--- config.mk ---
export PLATFORM = sky130hd
export DESIGN_NAME = testchip_clkdiv_mc
export DESIGN_NICKNAME = d
export VERILOG_FILES = /design/src/rtl/testchip_clk_pkg.sv /design/src/rtl/testchip_clkdiv_ch.sv /design/src/rtl/testchip_clkdiv_mc.sv
export SDC_FILE = /design/constraint.sdc
export NUM_CORES = 1
export LEC_CHECK = 0
export CAP_MARGIN = 20
export CORE_UTILIZATION = 65
export CTS_CLUSTER_SIZE = 10
export DETAILED_ROUTE_END_ITERATION = 8
export DONT_BUFFER_PORTS = 1
export MAX_ROUTING_LAYER = met4
export PLACE_DENSITY = 0.81
export SYNTH_ARGS = -nofsm -noshare
export SYNTH_HDL_FRONTEND = slang
export SYNTH_SLANG_ARGS = --single-unit
--- constraint.sdc ---
create_clock -name noc_clk -period 5.8 [get_ports noc_clk]
set_input_delay 0.29 -clock noc_clk [delete_from_list [all_inputs] [get_ports noc_clk]]
set_output_delay 0.29 -clock noc_clk [all_outputs]
set_load 0.01 [all_outputs]
--- src/rtl/testchip_clk_pkg.sv ---
// Shared types and helpers for the testchip multi-channel clock divider.
package testchip_clk_pkg;

    typedef enum logic [1:0] {
        OFF  = 2'b00,
        RUN  = 2'b01,
        STOP = 2'b10
    } chan_state_e;

    localparam int DIV_MIN = 2;

    function automatic logic [31:0] bin2gray(input logic [31:0] bin);
        return bin ^ (bin >> 1);
    endfunction

endpackage

--- src/rtl/testchip_clkdiv_ch.sv ---
// One divided-clock channel: ratio latch, phase counter and OFF/RUN/STOP FSM.
module testchip_clkdiv_ch
    import testchip_clk_pkg::*;
#(
    parameter int DIV_W = 4
) (
    input  logic             noc_clk,
    input  logic             noc_reset_n,
    input  logic [DIV_W-1:0] div_sel,
    input  logic             en,
    output logic             clk_div,
    output logic             active,
    output logic             upd_ack
);

    chan_state_e      state_r;
    chan_state_e      state_nxt_s;
    logic [DIV_W-1:0] cnt_r;
    logic [DIV_W-1:0] cnt_nxt_s;
    logic [DIV_W-1:0] n_act_r;
    logic [DIV_W-1:0] n_act_nxt_s;
    logic [DIV_W-1:0] n_eff_s;
    logic [DIV_W-1:0] half_s;
    logic             sel_zero_s;
    logic             wrap_s;
    logic             clk_r;
    logic             clk_nxt_s;
    logic             active_r;
    logic             ack_r;
    logic             ack_nxt_s;

    // Next-state, counter, ratio adoption and next output level
    always_comb begin
        state_nxt_s = state_r;
        cnt_nxt_s   = cnt_r;
        n_act_nxt_s = n_act_r;
        ack_nxt_s   = 1'b0;
        sel_zero_s  = (div_sel == {DIV_W{1'b0}});
        n_eff_s     = (div_sel < DIV_W'(DIV_MIN)) ? DIV_W'(DIV_MIN) : div_sel;
        wrap_s      = (cnt_r == (n_act_r - DIV_W'(1)));

        case (state_r)
            OFF: begin
                cnt_nxt_s = {DIV_W{1'b0}};
                if (en && !sel_zero_s) begin
                    state_nxt_s = RUN;
                    n_act_nxt_s = n_eff_s;
                end else begin
                    state_nxt_s = OFF;
                end
            end
            RUN, STOP: begin
                if (wrap_s) begin
                    // Ratio changes and shutdown only take effect on a period boundary
                    cnt_nxt_s = {DIV_W{1'b0}};
                    if (!en || sel_zero_s) begin
                        state_nxt_s = OFF;
                    end else begin
                        state_nxt_s = RUN;
                        if (n_eff_s != n_act_r) begin
                            n_act_nxt_s = n_eff_s;
                            ack_nxt_s   = 1'b1;
                        end else begin
                            n_act_nxt_s = n_act_r;
                        end
                    end
                end else begin
                    cnt_nxt_s = cnt_r + DIV_W'(1);
                    if (!en) begin
                        state_nxt_s = STOP;
                    end else begin
                        state_nxt_s = state_r;
                    end
                end
            end
            default: begin
                state_nxt_s = OFF;
                cnt_nxt_s   = {DIV_W{1'b0}};
            end
        endcase

        half_s    = {1'b0, n_act_nxt_s[DIV_W-1:1]};
        clk_nxt_s = (state_nxt_s != OFF) && (cnt_nxt_s < half_s);
    end

    // Channel state and output registers
    always_ff @(posedge noc_clk or negedge noc_reset_n) begin
        if (!noc_reset_n) begin
            state_r  <= OFF;
            cnt_r    <= {DIV_W{1'b0}};
            n_act_r  <= {DIV_W{1'b0}};
            clk_r    <= 1'b0;
            active_r <= 1'b0;
            ack_r    <= 1'b0;
        end else begin
            state_r  <= state_nxt_s;
            cnt_r    <= cnt_nxt_s;
            n_act_r  <= n_act_nxt_s;
            clk_r    <= clk_nxt_s;
            active_r <= (state_nxt_s != OFF);
            ack_r    <= ack_nxt_s;
        end
    end

    assign clk_div = clk_r;
    assign active  = active_r;
    assign upd_ack = ack_r;

endmodule

--- src/rtl/testchip_clkdiv_mc.sv ---
// Multi-channel glitch-free clock divider with gray phase counter and scan bypass.
module testchip_clkdiv_mc
    import testchip_clk_pkg::*;
#(
    parameter int NUM_CH = 4,
    parameter int DIV_W  = 4,
    parameter int GRAY_W = 3
) (
    input  logic                    noc_clk,
    input  logic                    noc_reset_n,
    input  logic                    scanmode,
    input  logic [NUM_CH*DIV_W-1:0] ch_div_sel,
    input  logic [NUM_CH-1:0]       ch_en,
    output logic [NUM_CH-1:0]       ch_clk_out,
    output logic [NUM_CH-1:0]       ch_active,
    output logic [NUM_CH-1:0]       ch_upd_ack,
    input  logic                    gray_en,
    output logic [GRAY_W-1:0]       gray_cnt
);

    logic [NUM_CH-1:0] div_clk_s;
    logic [GRAY_W-1:0] bin_r;
    logic [GRAY_W-1:0] bin_nxt_s;
    logic [GRAY_W-1:0] gray_r;

    for (genvar i = 0; i < NUM_CH; i++) begin : g_ch
        testchip_clkdiv_ch #(
            .DIV_W (DIV_W)
        ) u_ch (
            .noc_clk     (noc_clk),
            .noc_reset_n (noc_reset_n),
            .div_sel     (ch_div_sel[i*DIV_W +: DIV_W]),
            .en          (ch_en[i]),
            .clk_div     (div_clk_s[i]),
            .active      (ch_active[i]),
            .upd_ack     (ch_upd_ack[i])
        );
    end

    // Scan bypass routes the source clock straight to every channel
    assign ch_clk_out = scanmode ? {NUM_CH{noc_clk}} : div_clk_s;

    // Binary phase advance; disabling clears it synchronously
    always_comb begin
        if (gray_en) begin
            bin_nxt_s = bin_r + GRAY_W'(1);
        end else begin
            bin_nxt_s = {GRAY_W{1'b0}};
        end
    end

    // Binary counter and registered gray encoding of its next value
    always_ff @(posedge noc_clk or negedge noc_reset_n) begin
        if (!noc_reset_n) begin
            bin_r  <= {GRAY_W{1'b0}};
            gray_r <= {GRAY_W{1'b0}};
        end else begin
            bin_r  <= bin_nxt_s;
            gray_r <= GRAY_W'(bin2gray(32'(bin_nxt_s)));
        end
    end

    assign gray_cnt = gray_r;

endmodule

After elaboration in Yosys (flattened, before gate mapping)
Index checks and enable logic that the tools add are counted.
Widths: inputs -> output; s select.

cells by class
  add/sub/neg operators = 9
  $lt $le $gt $ge = 8
  equal/unequal tests = 32
  muxes and demuxes = 70
  bitwise gates (word level) = 1
  reductions and logical operators = 44

operators by type and width
  kind                 number
  $mux 4               29
  $pmux 4 s2           4
  $mux 1               24
  $ne 2x1->1 const B   12
  $reduce_and 5->1     4
  $add 4x1->4 const B  4
  $eq 4x4->1           4
  $logic_not 4->1      4
  $lt 4x2->1 const B   4
  $lt 4x3->1           4
  $mux 2               8
  $ne 4x4->1           4
  $pmux 2 s2           4
  $reduce_bool 2->1    8
  $sub 4x1->4 const B  4
  $eq 2x1->1 const B   4
  $eq 2x2->1 const B   4
  $logic_and 1x1->1    8
  $logic_not 1->1      8
  $logic_not 2->1      4
  $ne 2x2->1 const B   4
  $reduce_or 2->1      4
  $logic_or 1x1->1     4
  $add 3x1->3 const B  1
  2 further kinds      2

storage, ports and cells
  flip-flop bits (word level) = 58
  input port bits = 24
  output and inout bits = 15

Logic depth before layout (Yosys ltp)
Gate-level depths: netlist (run 1).

  word-level depth = 9
  depth in mapped cells = 13
  gate-level depth less buffers = 13

Cells and area by module
A second synthesis (run 1) with hierarchy kept.

second synthesis, totals
  cells, all modules = 425
  area total of the unflattened synthesis = 4,120.2 um^2

modules (own cells, without submodules)
  module                                  times used  cells each  area each (um^2)  seq. area each (um^2)
  testchip_clkdiv_ch at g_ch[0].u_ch ...  2           101         954.7             325.3
  testchip_clkdiv_ch at g_ch[2].u_ch      1           104         998.5             325.3
  testchip_clkdiv_ch at g_ch[3].u_ch      1           96          972.2             325.3
  testchip_clkdiv_mc                      1           23          240.2             125.1

==> flow_summary_export.csv, run 1 <==
group,metric,value,unit
outcome,status,"finished, final reports clean",
place,gp_congestion,0.862,
synthesis,synth_area_leaders,"dfrtp_1, ha_1, xnor2_1, xor2_1, inv_1",
synthesis,synth_seq_cells,57,
cells_and_area,layout.nets,465,
route,drc,0,
pwr,clkPwrFrac,0.261,
sta,tightest_slew,944,ps
pwr,combPwrFrac,0.470,
sta,timing.final.max_slew_violations,0,
cells_and_area,seqCellArea,0.00143,mm2
pwr,intPower,0.00147,W
cells_and_area,syn_to_final_growth,12.6,%
cts,post_cts_buffers,0,
worst_setup_path,cp.required,5510,ps
synthesis,synth_cell_types,65,
pwr,power_frac_seq,0.270,
global_routing,grt_pass1_vias,3040,
pwr,ir_drop,0.321,mV
cells_and_area,antenna_cells,0,
synthesis,yosysSeqAreaShare,0.378,
route,dr.pass1.iters,8,
floorplanning,ios,39,
cts,cts_resized,0,
global_routing,overflow,0,
synthesis,yosys.cell_count.top_type,"dfrtp_1",
worst_setup_path,critPathKind,"clock port to output port",
pwr,power_switching,0.00102,W
cts,cts_hold_buf,8,
synthesis,synth_enable_flop_cells,0,
pwr,swShare,0.410,
worst_setup_path,arrival,4140,ps
synthesis,syn_area_per_cell,9.40,um2
cts,tritoncts,"yes",
global_routing,antenna_found_initial,0,
cells_and_area,final_area,0.00425,mm2
sta,final.setup.tns,0,ps
global_routing,grt_first_pass_wirelength,13.8,mm
flow_run,maxCapViolations,0,
sta,clock_skew,7.34,ps
synthesis,synth_nets,451,
place,hpwl,5.65,mm
place,dp.cells,458,
worst_setup_path,critPathLaunchType,"clock port",
route,totalWireLength,8.29,mm
route,via_per_inst,6.19,
worst_setup_path,cp_max_fo,2,
synthesis,synth_top_area_cell,"dfrtp_1",
hold_path,hold_path.class,"primary input to flop",
pwr,leakage,1.97,nW
route,dr.first_iter.drc_count,231,
sta,hold_violations,0,
place,place_area,0.00377,mm2
pwr,powerDensity,586,mW/mm2
place,io_buffers,0,
cells_and_area,instances_no_fill,493,
cts,clock_latency,450,ps
floorplanning,dieArea,0.00612,mm2
synthesis,async_flop_share,1.00,
synthesis,netlist_area,0.00378,mm2
cells_and_area,multi_input_area,0.00212,mm2
route,wire_per_inst,16.8,um
global_routing,grt_max_degree,58,
cts,clk_pin_slew,70,ps
synthesis,postSynthCellCount,402,
floorplanning,rows,27,
cells_and_area,drive_gt1_frac,0.107,
global_routing,grtUsageTotal,0.312,
floorplanning,start_util,0.682,
sta,setup_viol,0,
synthesis,ys.flop_type,"dfrtp_1",
cells_and_area,fillerInstances,382,
pwr,power,0.00249,W
synthesis,yosysWarningCount,0,
worst_setup_path,reg2reg_slack,2680,ps
sta,rsz0062_at_grt,"false",
sta,relSlewSlack,0.362,
floorplanning,die_h,78.2,um
floorplanning,dieWidth,78.2,um
route,ant_nets,0,
route,vias,3053,
synthesis,synthTopCellsByCount,"dfrtp_1, inv_1, nor2_1",
floorplanning,coreArea,0.00554,mm2
worst_setup_path,worst_setup_path_end_kind,"output port",
synthesis,yosys.area.top_type_share,0.378,
[final timing paths]
path	startpoint	end	cells after the start
hold / removal	ch_div_sel[12]	g_ch[3].u_ch.n_act_r[0]	2
min in group asynchronous	noc_reset_n	g_ch[2].u_ch.upd_ack	2
max in group asynchronous	noc_reset_n	g_ch[0].u_ch.active	2
setup / recovery	noc_clk	ch_clk_out[2]	10
hold reg to reg	bin_r[0]	bin_r[0]	1
setup reg to reg	g_ch[3].u_ch.n_act_r[0]	g_ch[3].u_ch.clk_div	12
[metrics by stage]
stage / hold slack (ps) / util / worst slack [ps]
final: 18.5 / 0.768 / 1370
after global routing: 11.1 / 0.768 / 1280
after CTS: 11.5 / 0.767 / 1320
after detailed placement: -4.18 / 0.681 / 2400
after global placement: -3.90 / 0.681 / 2400
after floorplan: -5.59 / - / 2400
[kinds of logic after synthesis]
| kind of cell | after synthesis | synth area share |
|---|---|---|
| AO/OA/AOI/OAI | 105 | 0.189 |
| adder cells (fa/ha/maj) | 25 | 0.0828 |
| buffers and inverters | 53 | 0.0623 |
| XOR/XNOR | 42 | 0.113 |
| AND/OR/NAND/NOR | 116 | 0.164 |
| multiplexers | 4 | 0.0113 |
| flip-flops | 57 | 0.378 |
[final cells by class]
class                           count  area share
Multi-Input combinational cell    292       0.497
Sequential cell                    57       0.335
Clock buffer                       20      0.0647
Inverter                           37      0.0326
Clock inverter                      6      0.0247
Timing Repair Buffer                9      0.0241
Tap cell                           72      0.0212
[cells in the final DEF, fill, tap and decap left out, types with 3 or more instances in the layout]
master | synthesis | final
dfrtp_1 | 57 | 57
nor2_1 | 32 | 32
o21ai_0 | 27 | 27
a31oi_1 | 3 | 3
a221oi_1 | 3 | 3
o211ai_1 | 4 | 4
xor2_1 | 17 | 17
xnor2_1 | 21 | 21
o21a_1 | 6 | 6
o31ai_1 | 3 | 3
and3_1 | 5 | 5
dlygate4sd3_1 | 0 | 7
nand2_1 | 17 | 17
a32o_1 | 3 | 3
a32oi_1 | 6 | 6
a21oi_1 | 21 | 21
clkbuf_8 | 0 | 20
nor3_1 | 14 | 14
a22oi_1 | 3 | 3
or3_1 | 4 | 4
o41ai_1 | 3 | 3
and2_1 | 6 | 6
bufinv_16 | 0 | 3
inv_1 | 37 | 37
nand2b_1 | 3 | 3
nor2b_1 | 6 | 6
clkinv_2 | 0 | 3
or2_2 | 4 | 4
nand3_1 | 8 | 8
ha_1 | 25 | 25
[power groups by stage]
| stage | logic (W) | clock network [W] | registers (W) |
|---|---|---|---|
| final | 0.00117 | 0.000650 | 0.000672 |
| after floorplan | 0.000965 | 0.0000200 | 0.000624 |
| after CTS | 0.00116 | 0.000661 | 0.000669 |
| after detailed placement | 0.00111 | 0.0000200 | 0.000675 |
| after global routing | 0.00131 | 0.000688 | 0.000694 |
| after global placement | 0.00108 | 0.0000200 | 0.000671 |
[metal layers]
metal	share of wire	GRT usage	wire (um)
met1	0.44	0.375	3610
met3	0.068	0.108	565
met5	0	-	0
met2	0.47	0.451	3890
met4	0.028	0.191	229
[registers in the layout, summed over array words and instances, names as in the netlist]
name,flops
g_ch.u_ch.n_act_r,16
g_ch.u_ch.cnt_r,16
g_ch.u_ch.active,4
bin_r,3
g_ch.u_ch.clk_div,4
g_ch.u_ch.state_r,8
g_ch.u_ch.upd_ack,4
gray_cnt,2
[critical path, cell delays in order]
cell,delay (ps)
clkbuf_8,110
clkbuf_8,120
clkbuf_8,120
clkbuf_8,120
clkbuf_8,120
clkbuf_8,120
nand2_1,80
clkbuf_8,140
clkbuf_8,120
o21ai_0,180
(Power assumes the default switching activity.)
==> inputs of run 2 (changes only) <==
--- a/config.mk
+++ b/config.mk
@@ -6,12 +6,12 @@
 export NUM_CORES = 1
 export LEC_CHECK = 0
 export CAP_MARGIN = 20
-export CORE_UTILIZATION = 65
+export CORE_UTILIZATION = 58
 export CTS_CLUSTER_SIZE = 10
 export DETAILED_ROUTE_END_ITERATION = 8
 export DONT_BUFFER_PORTS = 1
 export MAX_ROUTING_LAYER = met4
-export PLACE_DENSITY = 0.81
+export PLACE_DENSITY = 0.76
 export SYNTH_ARGS = -nofsm -noshare
 export SYNTH_HDL_FRONTEND = slang
 export SYNTH_SLANG_ARGS = --single-unit
==> constraint.sdc (replaced) <==
create_clock -name noc_clk -period 3.7 [get_ports noc_clk]
set_input_delay 0.185 -clock noc_clk [delete_from_list [all_inputs] [get_ports noc_clk]]
set_output_delay 0.185 -clock noc_clk [all_outputs]
set_load 0.01 [all_outputs]
==> flow_summary_export.csv, run 2 (synthesis gave the netlist of run 1 again) <==
group,metric,value,unit
outcome,status,"finished, final reports clean",
worst_setup_path,cp_slowest_cell,"o21ai_0",
floorplanning,die_h,82.7,um
worst_setup_path,r2r-start,"g_ch[1].u_ch.n_act_r[0]",
route,ant_nets,0,
route,totalWireLength,8.02,mm
cells_and_area,final_cell_mix,"dfrtp_1, inv_1, nor2_1",
place,gp_congestion,0.857,
pwr,leakage,2.02,nW
worst_setup_path,arrival,2990,ps
global_routing,grt_pass1_vias,3021,
route,met1Wirelength,3.68,mm
route,dr.pass1.iters,4,
cells_and_area,final_common_cell,"dfrtp_1",
pwr,powerDensity,878,mW/mm2
sta,hold_violations,0,
hold_path,holdCritStartpoint,"ch_en[1]",
route,vias,3086,
cells_and_area,antenna_cells,0,
floorplanning,dieWidth,82.7,um
cts,clk_pin_slew,60,ps
cells_and_area,syn_to_final_growth,16.1,%
hold_path,holdPathStages,3,
global_routing,grtUsageTotal,0.267,
place,io_buffers,0,
worst_setup_path,crit_path_max_incr_delay,150,ps
cells_and_area,drive_gt1_frac,0.108,
worst_setup_path,critPathLaunchType,"clock port",
global_routing,grt_max_degree,58,
sta,timing.final.max_slew_violations,0,
route,wire_per_inst,15.6,um
route,routed-wl-met2,3.82,mm
cts,post_cts_buffers,0,
floorplanning,rows,29,
worst_setup_path,crit_top_cell,"clkbuf_8",
cts,cts_resized,0,
route,dr.first_iter.drc_count,210,
cells_and_area,final_area,0.00439,mm2
worst_setup_path,cp_max_fo,2,
route,via_per_inst,6.02,
place,place_area,0.00381,mm2
worst_setup_path,reg2reg_slack,620,ps
worst_setup_path,cp.required,3510,ps
sta,tightest_slew,596,ps
route,drc,0,
hold_path,holdPathEnd,"g_ch[1].u_ch.state_r[1]",
pwr,ir_drop,0.479,mV
cts,cts_hold_buf,21,
cells_and_area,top_regs,"g_ch.u_ch.cnt_r: 16 flops, g_ch.u_ch.n_act_r: 16 flops, g_ch.u_ch.state_r: 8 flops",
worst_setup_path,path_cells,"clkbuf_8 -> clkbuf_8 -> clkbuf_8 -> clkbuf_8 -> clkbuf_8 -> clkbuf_8 -> nand2_1 -> clkbuf_8 -> clkbuf_8 -> o21ai_0",
cells_and_area,layout.nets,481,
floorplanning,start_util,0.598,
sta,rsz0062_at_grt,"false",
hold_path,hold_path.class,"primary input to flop",
sta,final.setup.tns,0,ps
place,hpwl,5.62,mm
sta,clock_skew,7.89,ps
floorplanning,coreArea,0.00631,mm2
sta,setup_viol,0,
cts,clock_latency,450,ps
cts,tritoncts,"yes",
floorplanning,dieArea,0.00684,mm2
worst_setup_path,r2r-end,"g_ch[1].u_ch.clk_div",
worst_setup_path,worst_setup_path_end_kind,"output port",
worst_setup_path,critPathKind,"clock port to output port",
flow_run,maxCapViolations,0,
worst_setup_path,ff2ff_path_depth,13,
global_routing,overflow,0,
floorplanning,ios,39,
global_routing,grt_first_pass_wirelength,13.0,mm
sta,relSlewSlack,0.598,
route,top_layer,"met4",
route,dr_wl_met3,353,um
global_routing,antenna_found_initial,0,
run 2: cell count changes in the layout (fill, tap and decap cells not counted):
cell and delta:
clkbuf_2 -1, clkbuf_8 +3, buf_4 +4, bufinv_16 -2, dlygate4sd3_1 +13, clkinv_2 -2
run 2: final cells by class:
cell class,instances,area (um2)
flip-flops and latches,57,1430
clock buffers,23,317
fillers,481,1930
clock inverters,2,35.0
well taps,77,96.3
inverters,37,139
repair buffers,25,258
multi-input cells,292,2120
run 2: stage by stage:
step | utilization | std cells | worst slack, ps | power (W) | hold WS (ps)
detailed placement | 0.603 | 467 | 614 | 0.00288 | -109
finish | 0.695 | 513 | 529 | 0.00385 | 17.8
global placement | 0.603 | 467 | 780 | 0.00282 | -109
floorplan | - | 402 | 871 | 0.00252 | -111
global route | 0.695 | 513 | 386 | 0.00419 | 35.5
CTS | 0.695 | 513 | 505 | 0.00386 | 10.9
run 2: critical path: cells and delay by family:
| family | cells | cell delay [ps] |
|---|---|---|
| buffers and inverters | 8 | 940 |
| AND/OR/NAND/NOR | 1 | 60 |
| AO/OA/AOI/OAI | 1 | 150 |
run 2: report_power, final:
part / total, W / internal [W] / switching [W] / leakage, nW
sequential: 0.00105 / 0.000830 / 0.000218 / 0.744
combinational: 0.00191 / 0.000874 / 0.00104 / 1.08
clock: 0.000889 / 0.000582 / 0.000308 / 0.192
run 2: how the worst max path moves through the flow:
stage               slack [ps]                    to                    start
global route               390  g_ch[1].u_ch.clk_div  g_ch[1].u_ch.n_act_r[0]
global placement           780  g_ch[1].u_ch.clk_div  g_ch[1].u_ch.n_act_r[0]
detailed placement         610  g_ch[1].u_ch.clk_div  g_ch[1].u_ch.n_act_r[0]
floorplan                  870  g_ch[1].u_ch.clk_div  g_ch[1].u_ch.n_act_r[0]
CTS                        510         ch_clk_out[1]                  noc_clk
finish                     530         ch_clk_out[1]                  noc_clk
run 2: routing by layer:
metal | up-vias | track usage
met5 | - | -
met4 | 0 | 0.110
met3 | 15 | 0.0901
met2 | 86 | 0.418
met1 | 1495 | 0.314
li1 | 1490 | -
==> inputs of run 3 (changes only) <==
--- a/config.mk
+++ b/config.mk
@@ -10,6 +10,7 @@
 export CTS_CLUSTER_SIZE = 10
 export DETAILED_ROUTE_END_ITERATION = 8
 export DONT_BUFFER_PORTS = 1
+export HOLD_SLACK_MARGIN = 0.03
 export MAX_ROUTING_LAYER = met4
 export PLACE_DENSITY = 0.76
 export SYNTH_ARGS = -nofsm -noshare
==> flow_summary_export.csv, run 3 (synthesis gave the netlist of run 1 again) <==
group,metric,value,unit
outcome,status,"finished, final reports clean",
global_routing,grt_pass1_vias,3032,
cts,tritoncts,"yes",
floorplanning,start_util,0.598,
worst_setup_path,worst_setup_path_end_kind,"output port",
cells_and_area,final_common_cell,"dfrtp_1",
route,ant_nets,0,
cells_and_area,utilization,0.696,
route,via_per_inst,5.98,
sta,setup_viol,0,
route,dr.pass1.iters,4,
place,preCtsSetupSlack,614,ps
sta,whs,47.5,ps
pwr,ir_drop,0.480,mV
place,io_buffers,0,
route,drc,0,
pwr,powerDensity,876,mW/mm2
place,gp_congestion,0.857,
route,dr.first_iter.drc_count,206,
hold_path,holdCritStartpoint,"ch_en[3]",
global_routing,grt_max_degree,58,
floorplanning,rows,29,
worst_setup_path,critPathKind,"clock port to output port",
global_routing,grt_first_pass_wirelength,13.0,mm
worst_setup_path,critPathLaunchType,"clock port",
cells_and_area,seqCellArea,0.00143,mm2
hold_path,hold_path.class,"primary input to flop",
floorplanning,ios,39,
cells_and_area,drive_gt1_frac,0.108,
worst_setup_path,r2r-start,"g_ch[1].u_ch.n_act_r[0]",
place,hpwl,5.62,mm
floorplanning,die_h,82.7,um
sta,clock_skew,8.09,ps
sta,relSlewSlack,0.598,
route,wire_per_inst,15.7,um
global_routing,grtUsageTotal,0.268,
cells_and_area,top_regs,"g_ch.u_ch.cnt_r: 16 flops, g_ch.u_ch.n_act_r: 16 flops, g_ch.u_ch.state_r: 8 flops",
sta,timing.final.max_slew_violations,0,
sta,fin_ws,529,ps
pwr,power,0.00385,W
worst_setup_path,timing.critical_path.from,"noc_clk",
flow_run,maxCapViolations,0,
global_routing,overflow,0,
cells_and_area,layout.nets,482,
cells_and_area,multi_input_area,0.00212,mm2
floorplanning,dieArea,0.00684,mm2
cts,clk_pin_slew,60,ps
cells_and_area,antenna_cells,0,
cells_and_area,fillerInstances,482,
cells_and_area,syn_to_final_growth,16.4,%
sta,hold_violations,0,
worst_setup_path,cp.required,3510,ps
route,vias,3073,
floorplanning,dieWidth,82.7,um
worst_setup_path,cp_max_fo,2,
cts,clock_latency,450,ps
sta,rsz0062_at_grt,"false",
sta,final.setup.tns,0,ps
pwr,leakage,2.02,nW
cells_and_area,final_cell_mix,"dfrtp_1, inv_1, nor2_1",
route,totalWireLength,8.05,mm
worst_setup_path,arrival,2990,ps
global_routing,antenna_found_initial,0,
floorplanning,coreArea,0.00631,mm2
sta,tightest_slew,597,ps
run 3: final cells by class:
class,count,share of cell area
sequential,57,0.324
clock inverter,2,0.00797
timing repair buffer,26,0.0609
multi-input combinational,292,0.481
inverter,37,0.0316
tap,77,0.0219
clock buffer,23,0.0720
run 3: through the flow:
step / area (um2) / std cells
final: 4400 / 514
after CTS: 4400 / 514
after floorplan: 3780 / 402
after global placement: 3810 / 467
after detailed placement: 3810 / 467
after global routing: 4400 / 514
run 3: path summary, 6_finish.rpt:
kind                       slack, ps                      end  cells past startpoint
setup / recovery                 530            ch_clk_out[1]                     10
min in group asynchronous        260     g_ch[1].u_ch.upd_ack                      2
max in group asynchronous       3190     g_ch[0].u_ch.upd_ack                      2
hold reg to reg                  440              gray_cnt[0]                      1
setup reg to reg                 620     g_ch[1].u_ch.clk_div                     13
hold / removal                    50  g_ch[3].u_ch.n_act_r[1]                      3
run 3: worst max-delay path, cell delays in order:
cell and delay [ps]:
clkbuf_8 110, clkbuf_8 120, clkbuf_8 120, clkbuf_8 120, clkbuf_8 120, clkbuf_8 110
nand2_1 60, clkbuf_8 130, clkbuf_8 110, o21ai_0 150
run 3: repair_timing:
action | in CTS | in global routing
hold buffers | 22 | 0
setup buffers | 0 | 0
gates resized for setup | 0 | 0
hold endpoints to repair | 78 | 0
run 3: metal layers:
| layer | part of all wire | track usage | vias to the layer above | routed length (um) |
|---|---|---|---|---|
| met2 | 0.48 | 0.423 | 82 | 3860 |
| met1 | 0.46 | 0.314 | 1486 | 3680 |
| met3 | 0.045 | 0.0901 | 13 | 360 |
| met5 | 0 | - | - | 0 |
| li1 | - | - | 1492 | - |
| met4 | 0.018 | 0.105 | 0 | 147 |
run 3: power by group:
group	internal (W)	switching [W]
Sequential	0.000830	0.000219
Clock	0.000582	0.000307
Combinational	0.000875	0.00104
Total	0.00229	0.00156
